### src/rtl/aes_pkg.sv
// Shared AES constants and the FSM state encoding used by the iterative round controller.
package aes_pkg;

    localparam int AES_BLOCK_W   = 128;
    localparam int AES128_ROUNDS = 10;
    localparam int AES192_ROUNDS = 12;
    localparam int AES256_ROUNDS = 14;

    typedef enum logic [1:0] {
        IDLE  = 2'd0,
        ROUND = 2'd1,
        DONE  = 2'd2
    } aes_state_t;

endpackage

### src/rtl/aes_round_ctrl_add_round_key.sv
// addRoundKey stage: XORs the state with a round key; the result is zero unless valid is set.
module aes_round_ctrl_add_round_key
    import aes_pkg::*;
#(
    parameter int DATA_WIDTH = AES_BLOCK_W
) (
    input  logic                  valid,
    input  logic [DATA_WIDTH-1:0] state,
    input  logic [DATA_WIDTH-1:0] round_key,
    output logic                  result_valid,
    output logic [DATA_WIDTH-1:0] result
);

    assign result_valid = valid;
    assign result       = valid ? (state ^ round_key) : '0;

endmodule

### src/rtl/aes_round_ctrl.sv
// Iterative AES encrypt round controller: round-0 whitening on accept, then one external
// round per cycle, then the ciphertext is held until the downstream takes it.
module aes_round_ctrl
    import aes_pkg::*;
#(
    parameter int DATA_WIDTH = AES_BLOCK_W,
    parameter int NUM_ROUNDS = AES128_ROUNDS
) (
    input  logic                  clk,
    input  logic                  reset,
    input  logic                  ctrl_valid_in,
    output logic                  ctrl_ready_out,
    input  logic [DATA_WIDTH-1:0] ctrl_data_in,
    output logic [3:0]            ctrl_round_idx,
    input  logic [DATA_WIDTH-1:0] ctrl_round_key_in,
    output logic                  ctrl_round_valid_out,
    output logic                  ctrl_round_mix_en,
    output logic [DATA_WIDTH-1:0] ctrl_round_state_out,
    input  logic [DATA_WIDTH-1:0] ctrl_round_data_in,
    output logic                  ctrl_valid_out,
    input  logic                  ctrl_ready_in,
    output logic [DATA_WIDTH-1:0] ctrl_data_out
);

    if (!(DATA_WIDTH == AES_BLOCK_W &&
          (NUM_ROUNDS == AES128_ROUNDS || NUM_ROUNDS == AES192_ROUNDS ||
           NUM_ROUNDS == AES256_ROUNDS))) begin : g_bad_params
        $error("aes_round_ctrl: unsupported DATA_WIDTH or NUM_ROUNDS");
    end

    localparam logic [3:0] LAST_ROUND = 4'(NUM_ROUNDS);

    aes_state_t            fsm_state;
    aes_state_t            fsm_next;
    logic [3:0]            round_cnt;
    logic [DATA_WIDTH-1:0] state_reg;
    logic                  accept;
    logic                  last_round;
    logic                  ark_valid;
    logic [DATA_WIDTH-1:0] ark_result;

    assign accept     = (fsm_state == IDLE) && ctrl_valid_in;
    assign last_round = (round_cnt == LAST_ROUND);

    // In IDLE the key store is addressed with index 0, so ctrl_round_key_in is the whitening key.
    aes_round_ctrl_add_round_key #(
        .DATA_WIDTH(DATA_WIDTH)
    ) u_add_round_key (
        .valid       (accept),
        .state       (ctrl_data_in),
        .round_key   (ctrl_round_key_in),
        .result_valid(ark_valid),
        .result      (ark_result)
    );

    always_ff @(posedge clk) begin
        if (reset) begin
            fsm_state <= IDLE;
            round_cnt <= 4'd0;
            state_reg <= '0;
        end else begin
            fsm_state <= fsm_next;
            case (fsm_state)
                IDLE: begin
                    if (ark_valid) begin
                        state_reg <= ark_result;
                        round_cnt <= 4'd1;
                    end
                end
                ROUND: begin
                    state_reg <= ctrl_round_data_in;
                    if (!last_round) begin
                        round_cnt <= round_cnt + 4'd1;
                    end
                end
                DONE: begin
                    if (ctrl_ready_in) begin
                        round_cnt <= 4'd0;
                    end
                end
                default: ;
            endcase
        end
    end

    // Datapath-facing outputs are forced to zero outside ROUND; ciphertext only shows in DONE.
    always_comb begin
        fsm_next             = fsm_state;
        ctrl_ready_out       = 1'b0;
        ctrl_round_idx       = 4'd0;
        ctrl_round_valid_out = 1'b0;
        ctrl_round_mix_en    = 1'b0;
        ctrl_round_state_out = '0;
        ctrl_valid_out       = 1'b0;
        ctrl_data_out        = '0;
        case (fsm_state)
            IDLE: begin
                ctrl_ready_out = 1'b1;
                if (accept) begin
                    fsm_next = ROUND;
                end
            end
            ROUND: begin
                ctrl_round_valid_out = 1'b1;
                ctrl_round_idx       = round_cnt;
                ctrl_round_state_out = state_reg;
                ctrl_round_mix_en    = !last_round;
                if (last_round) begin
                    fsm_next = DONE;
                end
            end
            DONE: begin
                ctrl_valid_out = 1'b1;
                ctrl_data_out  = state_reg;
                if (ctrl_ready_in) begin
                    fsm_next = IDLE;
                end
            end
            default: fsm_next = IDLE;
        endcase
    end

endmodule

### config.mk
export PLATFORM = sky130hd
export DESIGN_NAME = aes_round_ctrl
export DESIGN_NICKNAME = d
export VERILOG_FILES = /design/src/rtl/aes_pkg.sv /design/src/rtl/aes_round_ctrl_add_round_key.sv /design/src/rtl/aes_round_ctrl.sv
export SDC_FILE = /design/constraint.sdc
export NUM_CORES = 1
export LEC_CHECK = 0
export ABC_AREA = 1
export BUFFER_PORTS_ARGS = -buffer_cell sky130_fd_sc_hd__buf_2
export CAP_MARGIN = 20
export CORE_AREA = 2 2 257 259
export DETAILED_ROUTE_END_ITERATION = 10
export DIE_AREA = 0 0 259 261
export HOLD_SLACK_MARGIN = 0.06
export SYNTH_ARGS = -nofsm -noshare
export SYNTH_HDL_FRONTEND = slang
export SYNTH_SLANG_ARGS = --single-unit
### constraint.sdc
create_clock -name clk -period 1.4 [get_ports clk]
set_input_delay 0.07 -clock clk [delete_from_list [all_inputs] [get_ports clk]]
set_output_delay 0.07 -clock clk [all_outputs]
set_load 0.01 [all_outputs]
# Word-level counts from Yosys, hierarchy flattened

Cells that the tools add are included.

Add/sub/neg operators: 1
Equality and inequality tests: 7
Muxes and demuxes: 17
Bitwise gates (word level): 1
Reductions and logical operators: 8

Operator list:

| operator            | number |
|---|---|
| $mux 128            | 3 |
| $pmux 128 s2        | 1 |
| $xor 128x128->128   | 1 |
| $mux 4              | 4 |
| $pmux 4 s3          | 1 |
| $ne 2x2->1 const B  | 4 |
| $mux 2              | 3 |
| $pmux 2 s3          | 1 |
| $add 4x1->4 const B | 1 |
| $eq 4x4->1 const B  | 1 |
| $mux 1              | 4 |
| $reduce_and 4->1    | 1 |
| $reduce_and 3->1    | 1 |
| $reduce_bool 3->1   | 1 |
| $eq 2x1->1 const B  | 1 |
| $eq 2x2->1 const B  | 1 |
| $logic_not 2->1     | 1 |
| $reduce_and 2->1    | 1 |
| $reduce_bool 2->1   | 1 |
| $logic_and 1x1->1   | 1 |
| $logic_not 1->1     | 1 |

Bits in registers: 134
Word-level logic and storage cells: 37

# Logic depth before layout (Yosys ltp)

Depth in word-level cells: 4
Mapped depth: 9
Gate-level depth less buffers: 9

# Cells and area by module

From an unflattened synthesis, not the netlist that was laid out.

Cell total of the unflattened synthesis: 1,857
Area total of the unflattened synthesis: 9,930.8 µm²

Modules (own cells, without submodules):

| module                       | instances | cells each | area an instance (µm²) | seq. area each (µm²) |
|---|---|---|---|---|
| aes_round_ctrl               | 1         | 1,330      | 7,847.5                | 2,682.6 |
| aes_round_ctrl_add_round_key | 1         | 527        | 2,083.2                | 0.0 |

# Least setup slack after synthesis

OpenSTA, ideal clock, no wires.

Path type: reg-to-reg
From: reg fsm_state[1]
To: reg state_reg[60]
Setup time: 0.125 ns
Data arrival time: 1.428 ns
Setup slack: -0.154 ns
Cell stages (with the launch flop): 9
Cells stage by stage: dfxtp_1 > inv_1 > ha_1 > buf_2 > inv_2 > o21ai_4 > buf_2 > buf_2 > a31oi_1

Longest elaborated chain between the ends: 4
Elaborated cells on any way between the ends: 7

RTL lines:

| element                           | line                                       | source |
|---|---|---|
| start, declared                   | aes_round_ctrl.sv:33                       | `aes_state_t fsm_state;` |
| start signal, assigned            | aes_round_ctrl.sv:62                       | `fsm_state <= fsm_next;` |
| $logic_not 2->1                   | aes_round_ctrl.sv:42, aes_round_ctrl.sv:63 |  |
| $logic_and 1x1->1                 | aes_round_ctrl.sv:42                       | `assign accept = (fsm_state == IDLE) && ctrl_valid_in;` |
| $ne 2x2->1 (no source line)       | --                                         |  |
| $reduce_and 2->1 (no source line) | --                                         |  |
| end signal, assigned              | aes_round_ctrl.sv:66                       | `state_reg <= ark_result;` |
| end signal, assigned              | aes_round_ctrl.sv:71                       | `state_reg <= ctrl_round_data_in;` |
| end, declared                     | aes_round_ctrl.sv:36                       | `logic [DATA_WIDTH-1:0] state_reg;` |

Parallel ways exist; a longest one is shown, timed or not.
A chain may end at the register's enable or synchronous reset.

# Worst setup path in the final report

From: reg fsm_state[0]
To: reg state_reg[20]

Same word-level chain as after synthesis.

==> summary.md <==
| Metric | Value |
|---|---|
| Worst clock skew | around 9.7 ps |
| Count of unresolved DRC violations after routing | 0 |
| Crit-path leading delay family | buffers and inverters |
| Worst Setup End Kind | register |
| Clock input transition at the sequential cells of the worst setup and hold paths | 60 ps |
| Share of the clock period used by the worst path | 1.38 |
| Post-layout worst setup margin | -526 ps |
| Area occupied by multi-input gates | 5020 sq um |
| Antenna violations before repair | 1 |
| Leakage | approximately 11 nW |
| Global-route wire length before repair | about 74 mm |
| Core region area | 65000 sq um |
| Failing checks | setup timing |
| Most common cell type on the critical path | sky130_fd_sc_hd__buf_4 |
| Leading post-synthesis cells by cell area | sky130_fd_sc_hd__dfxtp_1 (31%), sky130_fd_sc_hd__nand2_1 (17%), sky130_fd_sc_hd__inv_1 (12%), sky130_fd_sc_hd__a31oi_1 (9.2%), sky130_fd_sc_hd__o21ai_0 (8.4%) |
| Crit path largest cell delay | around 320 ps |
| Share of the core filled with cells in the final layout | 0.309 |
| Setup Crit Path Kind | register to register |
| Critical Path RT | 1780 ps |
| Seq/Total Area, Yosys | 0.307 |
| Net count reported at finish | a little under 3k |
| Placed wire-length estimate | 31.2 mm |
| Initial core utilization | 0.134 |
| Fillers | between 6k and 7k |
| Cell area power density | 1540 nW/um^2 |
| Launch point of the worst reg-to-reg path | fsm_state[0] |
| Worst path buffer plus inverter count | 6 |
| Via density per instance | 4.26 |
| Run status | finished with violations |
| Global-route usage over all layers | 0.141 |
| Combined flip-flop and latch cell area | roughly 2700 sq um |
| Post-synthesis cell type with the largest combined area | sky130_fd_sc_hd__dfxtp_1 |
| Number of vias in the routed layout | 14.6k |
| Count of standard-cell rows | 94 |
| Number of top-level design ports | 652 |
| Width of the chip | ~260 um |
| Leftover overflow at the end of global routing | 0 |
| Clock net sink count | 134 |
| Worst IR Drop VDD | 0.795 mV |
| Largest register FFs | 128 |
| Maximum number of pins on one net before global-route repair | 67 |
| Detailed-route wire length per cell | 15.8 um |
| Iter 0 DRT Violations | 1171 |
| Root cell of the clock tree | sky130_fd_sc_hd__clkbuf_16 |
| Highest fanout seen on the critical path | 6 |
| Register-to-register setup slack | -530 ps |
| Relative slew slack | 0.642 |
| Cell variety after synth | 21 |
| Die ar. | about 68000 sq um |
| Area grow syn2layout | 131% |
| Primary flip-flop cell chosen by synthesis mapping | sky130_fd_sc_hd__dfxtp_1 |
| Depth of the CTS H-tree | 4 |
| #FFs+latches synth | 134 |
| Endpoint of the worst-slack reg-to-reg timing path | state_reg[20] |
| Slew at the pin closest to its max-slew limit | ~530 ps |
| Post-Syn Nets | between 1.5k and 2k |
| Synthesis Warnings | 0 |
| Cell Area, Synth | 8730 sq um |
| Worst Path Arrival | about 2300 ps |
| Commonest cells in the netlist | sky130_fd_sc_hd__nand2_1 (405), sky130_fd_sc_hd__inv_1 (272), sky130_fd_sc_hd__o21ai_0 (146) |
| Cell with the most instances after synthesis | sky130_fd_sc_hd__nand2_1 |
| Setup repair after global routing missed its margin | yes |
| Remaining antenna violation count after routing | 0 |
| RD Place Congestion | between 0.8 and 0.9 |
| Min Tclk post-route | slightly below 2000 ps |
| Via count of the first global-routing pass | 13.8k |
| Clock buffer count from CTS | 17 |
| Chip height | 261 um |
| List of cells traversed by the critical path | buf_4 -> ha_4 -> buf_12 -> buf_16 -> buf_4 -> clkbuf_16 -> buf_4 -> a21oi_1 -> o21ai_0 -> a31oi_1 |
| Later-pin clock latency in the skew report | 450 ps |
| Setup violators final | 398 |
| # port buffers | 651 |
| Routed wire length | about 54 mm |
| Max-slew violations | 0 |
| CTS tree | built |
| Synthesized area divided by synthesized cell count | 5.99 sq um |
| Clock Tree Buf Depth | 2 |
| Count of max-cap constraint violations | 0 |
| Hold_sp | ctrl_round_key_in[52] |
| Worst hold margin | 65.0 ps |
| Class of the tightest hold or removal check | input pin to register |
| Share of layout cells above drive strength 1 | 0.406 |
| Post-synth EDFFs | 0 |
| Setup TNS after final layout | -164000 ps |
| Synthesized instance count | 1457 |
| Upper clock frequency limit | 0.519 GHz |
| Number of hold violations in the final report | 0 |
| Hold path endpoint | state_reg[52] |
| Standard cell with the maximum stage delay on the critical path | sky130_fd_sc_hd__dfxtp_2 |
| Pre-Repair DR Iteration Count | 5 |
| Instance count on the critical path | 10 |
| Number of instances on the worst hold path | 4 |
| Async set-or-reset flop fraction in the synthesized netlist | 0 |
| Area share of the leading cell type in the synthesized netlist | 0.307 |
| Number of cells traversed by the worst register-to-register path | 10 |
| Crit start category | register |
==> worst reg2reg max path, cell delays in order (launching register included) <==
cell and delay, ps:
sky130_fd_sc_hd__dfxtp_2 320, sky130_fd_sc_hd__buf_4 140, sky130_fd_sc_hd__ha_4 200, sky130_fd_sc_hd__buf_12 150
sky130_fd_sc_hd__buf_16 150, sky130_fd_sc_hd__buf_4 150, sky130_fd_sc_hd__clkbuf_16 150, sky130_fd_sc_hd__buf_4 130
sky130_fd_sc_hd__a21oi_1 130, sky130_fd_sc_hd__o21ai_0 150, sky130_fd_sc_hd__a31oi_1 190
==> worst max-delay path by stage <==
stage,start,endpoint,slack [ps]
final,fsm_state[0],state_reg[20],-530
after global routing,fsm_state[0],ctrl_data_out[93],-640
after CTS,fsm_state[0],ctrl_round_state_out[5],-560
after detailed placement,fsm_state[0],state_reg[36],-200
after global placement,fsm_state[0],round_cnt[3],-200
after floorplan,fsm_state[0],state_reg[119],-50
==> per-layer routing <==
| metal | wire, um | vias to the layer above | track usage | share of wire |
|---|---|---|---|---|
| li1 | - | 6946 | - | - |
| met1 | 20400 | 6589 | 0.154 | 0.38 |
| met2 | 26600 | 858 | 0.243 | 0.49 |
| met3 | 4150 | 227 | 0.0352 | 0.076 |
| met4 | 3130 | 2 | 0.0918 | 0.058 |
| met5 | 13 | - | 0 | 0.00024 |
==> power breakdown <==
group	internal [W]	leakage (nW)	switching, W
clock	0.00271	0.275	0.00179
sequential	0.00542	1.11	0.00201
combinational	0.00919	9.81	0.00982
==> metrics by stage <==
stage	instances	setup slack (ps)	area [sq um]	total power (W)
floorplan	1457	-50.6	8750	0.0145
global placement	2966	-202	13500	0.0200
detailed placement	2966	-199	13500	0.0200
CTS	3418	-562	19200	0.0290
global route	3434	-637	20100	0.0329
finish	3435	-526	20100	0.0309
==> cell usage in the layout, fill, tap and decap left out, types with 66 or more instances in the layout <==
cell,instances
sky130_fd_sc_hd__buf_4,66
sky130_fd_sc_hd__o21ai_0,145
sky130_fd_sc_hd__inv_1,181
sky130_fd_sc_hd__a21oi_1,133
sky130_fd_sc_hd__o21ai_1,113
sky130_fd_sc_hd__buf_2,554
sky130_fd_sc_hd__buf_6,125
sky130_fd_sc_hd__nand2_1,292
sky130_fd_sc_hd__a31oi_1,128
sky130_fd_sc_hd__inv_2,88
sky130_fd_sc_hd__dlygate4sd3_1,381
sky130_fd_sc_hd__dfxtp_1,132
==> cell type report <==
class,instances,area share
repair buffers,1185,0.484
multi-input cells,949,0.250
flip-flops and latches,134,0.133
well taps,864,0.0537
inverters,274,0.0519
clock buffers,23,0.0238
clock inverters,5,0.00373
diodes,1,0.000124
==> timing repair <==
item	CTS	global route
hold buffers	381	0
gates resized for setup	231	217
endpoints found under the hold margin	133	0
setup endpoints to repair	398	398
buffers inserted	31	12
cloned	12	7
pin swaps	19	16
==> kinds of logic (layout without fill, tap and decap cells) <==
group                    after synthesis  in the layout  share of synthesized area
other                                  0              1                          0
buffers and inverters                374           1487                      0.182
flip-flops                           134            134                      0.307
AND/OR/NAND/NOR                      422            422                      0.184
adder cells (fa/ha/maj)                6              6                    0.00860
AO/OA/AOI/OAI                        521            521                      0.318
Power figures use the tool's default switching activity.
